## src/rtl/riscv_pkg.sv

```systemverilog
// Core-wide RV32 constants and types shared by the datapath blocks.
package riscv_pkg;

  localparam int unsigned XLEN       = 32;
  localparam int unsigned NREGS      = 32;
  localparam int unsigned REG_ADDR_W = 5;

  typedef logic [REG_ADDR_W-1:0] reg_addr_t;
  typedef logic [XLEN-1:0]       word_t;

  localparam reg_addr_t ZERO_REG = 5'd0;

endpackage

```

## src/rtl/register_file.sv

```systemverilog
// RV32 integer register file: two combinational read ports and one synchronous write port.
// x0 reads as zero; a rising edge on done prints every register once (simulation only).
module register_file #(
  parameter int unsigned XLEN  = riscv_pkg::XLEN,
  parameter int unsigned NREGS = riscv_pkg::NREGS
) (
  input  logic                 clk,
  input  logic                 rst_n,
  input  logic                 we3,
  input  riscv_pkg::reg_addr_t a1,
  input  riscv_pkg::reg_addr_t a2,
  input  riscv_pkg::reg_addr_t a3,
  input  logic [XLEN-1:0]      wd3,
  output logic [XLEN-1:0]      rd1,
  output logic [XLEN-1:0]      rd2,
  input  logic                 done
);
  import riscv_pkg::*;

  // x0 has no storage; entries 1..NREGS-1 are flops.
  logic [XLEN-1:0] r_regs [1:NREGS-1];
  logic [XLEN-1:0] w_rd1;
  logic [XLEN-1:0] w_rd2;

  always_ff @(posedge clk or negedge rst_n) begin
    if (!rst_n) begin
      for (int i = 1; i < NREGS; i++) begin
        r_regs[i] <= '0;
      end
    end else if (we3 && (a3 != ZERO_REG)) begin
      for (int i = 1; i < NREGS; i++) begin
        if (a3 == reg_addr_t'(i)) begin
          r_regs[i] <= wd3;
        end
      end
    end
  end

  // No write-to-read bypass: reads see the pre-edge contents.
  always_comb begin
    w_rd1 = '0;
    w_rd2 = '0;
    for (int i = 1; i < NREGS; i++) begin
      if (a1 == reg_addr_t'(i)) begin
        w_rd1 = r_regs[i];
      end
      if (a2 == reg_addr_t'(i)) begin
        w_rd2 = r_regs[i];
      end
    end
  end

  assign rd1 = w_rd1;
  assign rd2 = w_rd2;

`ifndef SYNTHESIS
  logic        r_done_q;
  int unsigned r_dump_cnt = 0;

  task automatic dump_regs();
    $display("register_file: register dump at %0t", $time);
    $display("x0 = 0x%08h", {XLEN{1'b0}});
    for (int i = 1; i < NREGS; i++) begin
      $display("x%0d = 0x%08h", i, r_regs[i]);
    end
  endtask

  always_ff @(posedge clk or negedge rst_n) begin
    if (!rst_n) begin
      r_done_q <= 1'b0;
    end else begin
      r_done_q <= done;
      if (done && !r_done_q) begin
        dump_regs();
        r_dump_cnt <= r_dump_cnt + 1;
      end
    end
  end

  always @(posedge clk) begin
    if (rst_n) begin
      assert (!$isunknown(we3)) else $error("register_file: we3 is unknown while out of reset");
    end
  end
`endif

endmodule

```

## config.mk

```make
export PLATFORM = sky130hd
export DESIGN_NAME = register_file
export DESIGN_NICKNAME = d
export VERILOG_FILES = /design/src/rtl/riscv_pkg.sv /design/src/rtl/register_file.sv
export SDC_FILE = /design/constraint.sdc
export NUM_CORES = 2
export LEC_CHECK = 0
export CORE_MARGIN = 10
export CORE_UTILIZATION = 45
export DETAILED_ROUTE_END_ITERATION = 10
export REMOVE_ABC_BUFFERS = 1
export SLEW_MARGIN = 20
export SYNTH_ARGS = -nofsm -noshare
export SYNTH_HDL_FRONTEND = slang
export SYNTH_SLANG_ARGS = --single-unit
```

## constraint.sdc

```tcl
create_clock -name clk -period 2.9 [get_ports clk]
set_clock_uncertainty 0.1 [all_clocks]
set_input_delay 0.435 -clock clk [delete_from_list [all_inputs] [get_ports clk]]
set_output_delay 0.435 -clock clk [all_outputs]
set_load 0.05 [all_outputs]
```

After elaboration in Yosys (flattened, before gate mapping)
Index checks and enable logic that the tools add are counted.
{ "totals": {"input_bits": 51, "out_inout_bits": 64, "ff_bits": 992, "wordCells": 219} }
{ "op_classes": {"n_mux": 62, "n_eq_ne": 93, "n_reduce_logical": 33} }
{ "op_table": {"columns": ["operator", "n"], "rows": [
  ["$mux 32", 62],
  ["$eq 5x5->1 const B", 48],
  ["$eq 5x4->1 const B", 24],
  ["$reduce_and 2->1", 31],
  ["$eq 5x3->1 const B", 12],
  ["$eq 5x2->1 const B", 6],
  ["$eq 5x1->1 const B", 3],
  ["$reduce_bool 5->1", 1],
  ["$logic_and 1x1->1", 1]
]} }

Logic depth before layout (Yosys ltp)
{ "depth": {"depth_word": 32, "depth_mapped": 12, "mapped_depth_nobuf": 7} }

Worst setup path before layout
Ideal clock, no wire load.
{ "synth_timing": {"kind": "input to output", "startpoint": "input a1[1]", "endpoint": "output rd1[12]", "slack_ns": -0.679, "path_buffers": 4, "cell_stages": 8, "arrival_time_ns": 3.044, "required_ns": 2.365, "path_cell_list": "buf_6 > buf_6 > buf_6 > buf_4 > o32ai_1 > nor3_1 > or4b_1 > a221oi_1"} }
{ "synth_via": {"elab_chain_cells": 32, "word_cells_on_any_way": 62, "cone_classes": "eq/ne (31); mux (31)"} }
{ "synth_rtl": {"columns": ["element", "line", "source"], "rows": [
  ["start: declaration", "register_file.sv:10", "input riscv_pkg::reg_addr_t a1,"],
  ["$eq 5x1->1", "register_file.sv:44", "if (a1 == reg_addr_t'(i)) begin"],
  ["$mux 32 (30 in series)", "register_file.sv:44", null],
  ["$mux 32 *", "register_file.sv:44", null],
  ["end: declaration", "register_file.sv:14", "output logic [XLEN-1:0] rd1,"]
]} }
Every way passes the cells marked *; elsewhere a longest branch is shown, timed or not.

Final worst setup path
{ "layout_timing": {"startpoint": "register r_regs[800] (netlist name)", "endpoint": "output rd2[0]"} }
{ "layout_via": {"elab_chain_cells": 26} }
{ "layout_rtl": {"columns": ["element", "line", "source"], "rows": [
  ["start: declaration", "register_file.sv:21", "logic [XLEN-1:0] r_regs [1:NREGS-1];"],
  ["start signal: indexed assignment", "register_file.sv:33", "r_regs[i] <= wd3;"],
  ["$mux 32 (26 in series)", "register_file.sv:47", "if (a2 == reg_addr_t'(i)) begin"],
  ["end: declaration", "register_file.sv:15", "output logic [XLEN-1:0] rd2,"]
]} }
Every way passes these cells.

==> metrics.cfg <==
[sta]
holdWs_ps = 163.9
slew_headroom = 0.3714
timing.final.crit_share = 1.218
setup_tns_ps = -23630
layout_setup_ws_ps = -631.4
period_minus_slack_ps = 3531
setup_viol = 64
max_freq_ghz = 0.2832
worst_pin_slew_ps = 940.8
finalHoldViolCount = 0
slew_viol_final = 0
rsz0062_at_grt = yes

[synth]
synthXorXnorAreaFrac = 0
ys_async_sr_fraction = 1.000
netlist_area_um2 = 55770
synth_flop_cell = dfrtp_1
synth.area.mux_share = 0.2402
syn_inst = 5270
synthAdderAreaFrac = 0
syn_area_per_cell_um2 = 10.58
synthSimpleGateAreaFrac = 0.08038
ys_ff_latch = 992
synth_top_area_share = 0.4451
synth_compound_area_frac = 0.1885
yosys_warnings = 0
synth_commonest_cells = mux2_2 (1034), dfrtp_1 (992), o21ai_0 (385), a21oi_1 (351), nor2_1 (292)
synth_cell_types = 92
ys_seq_area_frac = 0.4451
synth-edff-count = 0
synth.most_common_cell = mux2_2
synth_area_leaders = dfrtp_1 (45%), mux2_2 (21%), o21ai_0 (3.5%)
synth_top_family_by_area = multiplexers
yosysTopAreaCell = dfrtp_1

[global_route]
antenna_found_initial = 16
first_global_vias = 56251
grt_pass1_wl_um = 430800
grt_max_degree = 79
overflow = 0
grt_util_all_layers = 0.4346

[floorplan]
die_width_um = 372.1
fp.coreArea_um2 = 123500
initial_utilization = 0.4517
die_area_um2 = 138400
rows = 129
die_h_um = 372.1
ios = 115

[clock_network]
clk_pin_slew_worst_paths_ps = 60
clock-root-buffer = clkbuf_16
cts.path.max_buffers = 3
cts_tree = built
clk_latency_ps = 760
htreeDepth = 3
cts_buffers = 113
clkSinkCount = 992

[cells_and_area]
fill_cells = 9544
drive_gt1_frac = 0.5426
reg_top3 = r_regs (992)
syn_to_final_growth_pct = 46.24
final_cells = 8264
final_util = 0.6605
regMostFlops = r_regs
fin_nets = 6585
largest_reg_flops = 992

[placement]
numPortBuffers = 113
pre_cts_ws_ps = -1074
dp_hpwl_um = 221300
dpl.cell_count = 7721
gp_congestion = 1.069

[status]
violations = setup timing
status = finished, violations left

[critical_path]
end_kind = primary output
cp.required_ps = 2370
r2r-end = r_regs[977]
worstPathMaxFanout = 2
cp.arrival_ps = 3000
critPathLaunchType = flip-flop
rrSetupSlack_ps = 1760
reg2regPathDepth = 3
crit_type = reg -> out
reg2reg_from = r_regs[977]

[routing]
wl_per_cell_um = 37.83
viasPerCell = 7.072
drt_wl_total_um = 312700
drtAntennaViolNets = 0
drt_first_pass_iters = 7
drc_errors = 0
via_count = 58443
drt_iter0_drc = 9473

[flow_run]
drv_cap = 0

[pwr]
p_leak_nw = 36.07
ir_drop_mv = 0.6413
p_per_area_nw_per_um2 = 571.3

[worst_hold_path]
worstHoldPathType = in -> async

[kinds of logic (layout without fill, tap and decap cells)]
kind of cell	count (synthesis)	in the layout
multiplexers	1200	1200
buffers and inverters	537	1891
AO/OA/AOI/OAI	1611	1611
other	0	2
flip-flops	992	992
AND/OR/NAND/NOR	930	931
[metrics by stage]
step	instance area, µm²	power [W]
floorplan	53280	0.02317
global placement	68020	0.02855
detailed placement	68020	0.02886
CTS	78510	0.04537
global route	81550	0.04763
finish	81560	0.04660
[routing by layer]
| metal | share of wire | track usage | up-vias |
|---|---|---|---|
| li1 | - | - | 22509 |
| met1 | 0.36 | 0.5532 | 29239 |
| met2 | 0.40 | 0.6081 | 5243 |
| met3 | 0.14 | 0.1427 | 1434 |
| met4 | 0.097 | 0.3265 | 18 |
| met5 | 0.00051 | 0 | - |
[layout by cell type, fill, tap and decap left out, types with 52 or more instances in the layout]
| cell type | count |
|---|---|
| o21ai_1 | 68 |
| nor2_1 | 227 |
| nand3_1 | 58 |
| mux2_2 | 1021 |
| a22oi_1 | 55 |
| mux2i_1 | 154 |
| dfrtp_1 | 982 |
| a21oi_1 | 266 |
| buf_8 | 52 |
| buf_12 | 251 |
| o22ai_1 | 143 |
| buf_4 | 1065 |
| nand2_1 | 206 |
| clkbuf_16 | 118 |
| buf_6 | 237 |
| o21ai_0 | 267 |
| a21oi_2 | 70 |
[power breakdown]
group | switching, W | internal (W)
combinational | 0.00597 | 0.00583
clock | 0.00653 | 0.00880
sequential | 0.00291 | 0.0166
total | 0.0154 | 0.0312
[worst max-delay path, cell delays in order, from the launching register on]
cell	delay (ps)
dfrtp_1	400
mux2_4	280
a221oi_4	240
o311a_1	260
nor3_4	90
o31ai_2	250
buf_4	190
a31oi_4	80
a221o_1	290
buf_6	160
[final cells by class]
| class | instances | area [µm²] | area share |
|---|---|---|---|
| diodes | 2 | 5.005 | 0.00006136 |
| clock buffers | 153 | 3228 | 0.03958 |
| repair buffers | 1669 | 17540 | 0.2150 |
| clock inverters | 53 | 660.6 | 0.008100 |
| multi-input cells | 3742 | 33170 | 0.4067 |
| well taps | 1637 | 2048 | 0.02511 |
| inverters | 16 | 71.32 | 0.0008744 |
| flip-flops and latches | 992 | 24840 | 0.3045 |
[worst max-delay path by stage]
stage                      startpoint     endpoint  slack, ps  cells past startpoint
final                     r_regs[800]       rd2[0]       -630                      9
after global routing      r_regs[800]       rd2[0]       -710                      9
after CTS                 r_regs[964]       rd1[4]       -640                      9
after detailed placement        a1[3]       rd1[9]      -1070                     10
after global placement          a1[3]       rd1[9]      -1030                     10
after floorplan                 a3[1]  r_regs[640]      -1510                      3
[what timing repair did]
action | in CTS | in global routing
setup buffers | 246 | 131
setup endpoints to repair | 64 | 64
pin swaps | 319 | 267
resized for setup | 1062 | 446
hold endpoints to repair | 37 | 0
hold buffers | 1 | 0
cloned | 12 | 4
No activity file was read; power rests on OpenSTA's default activity.
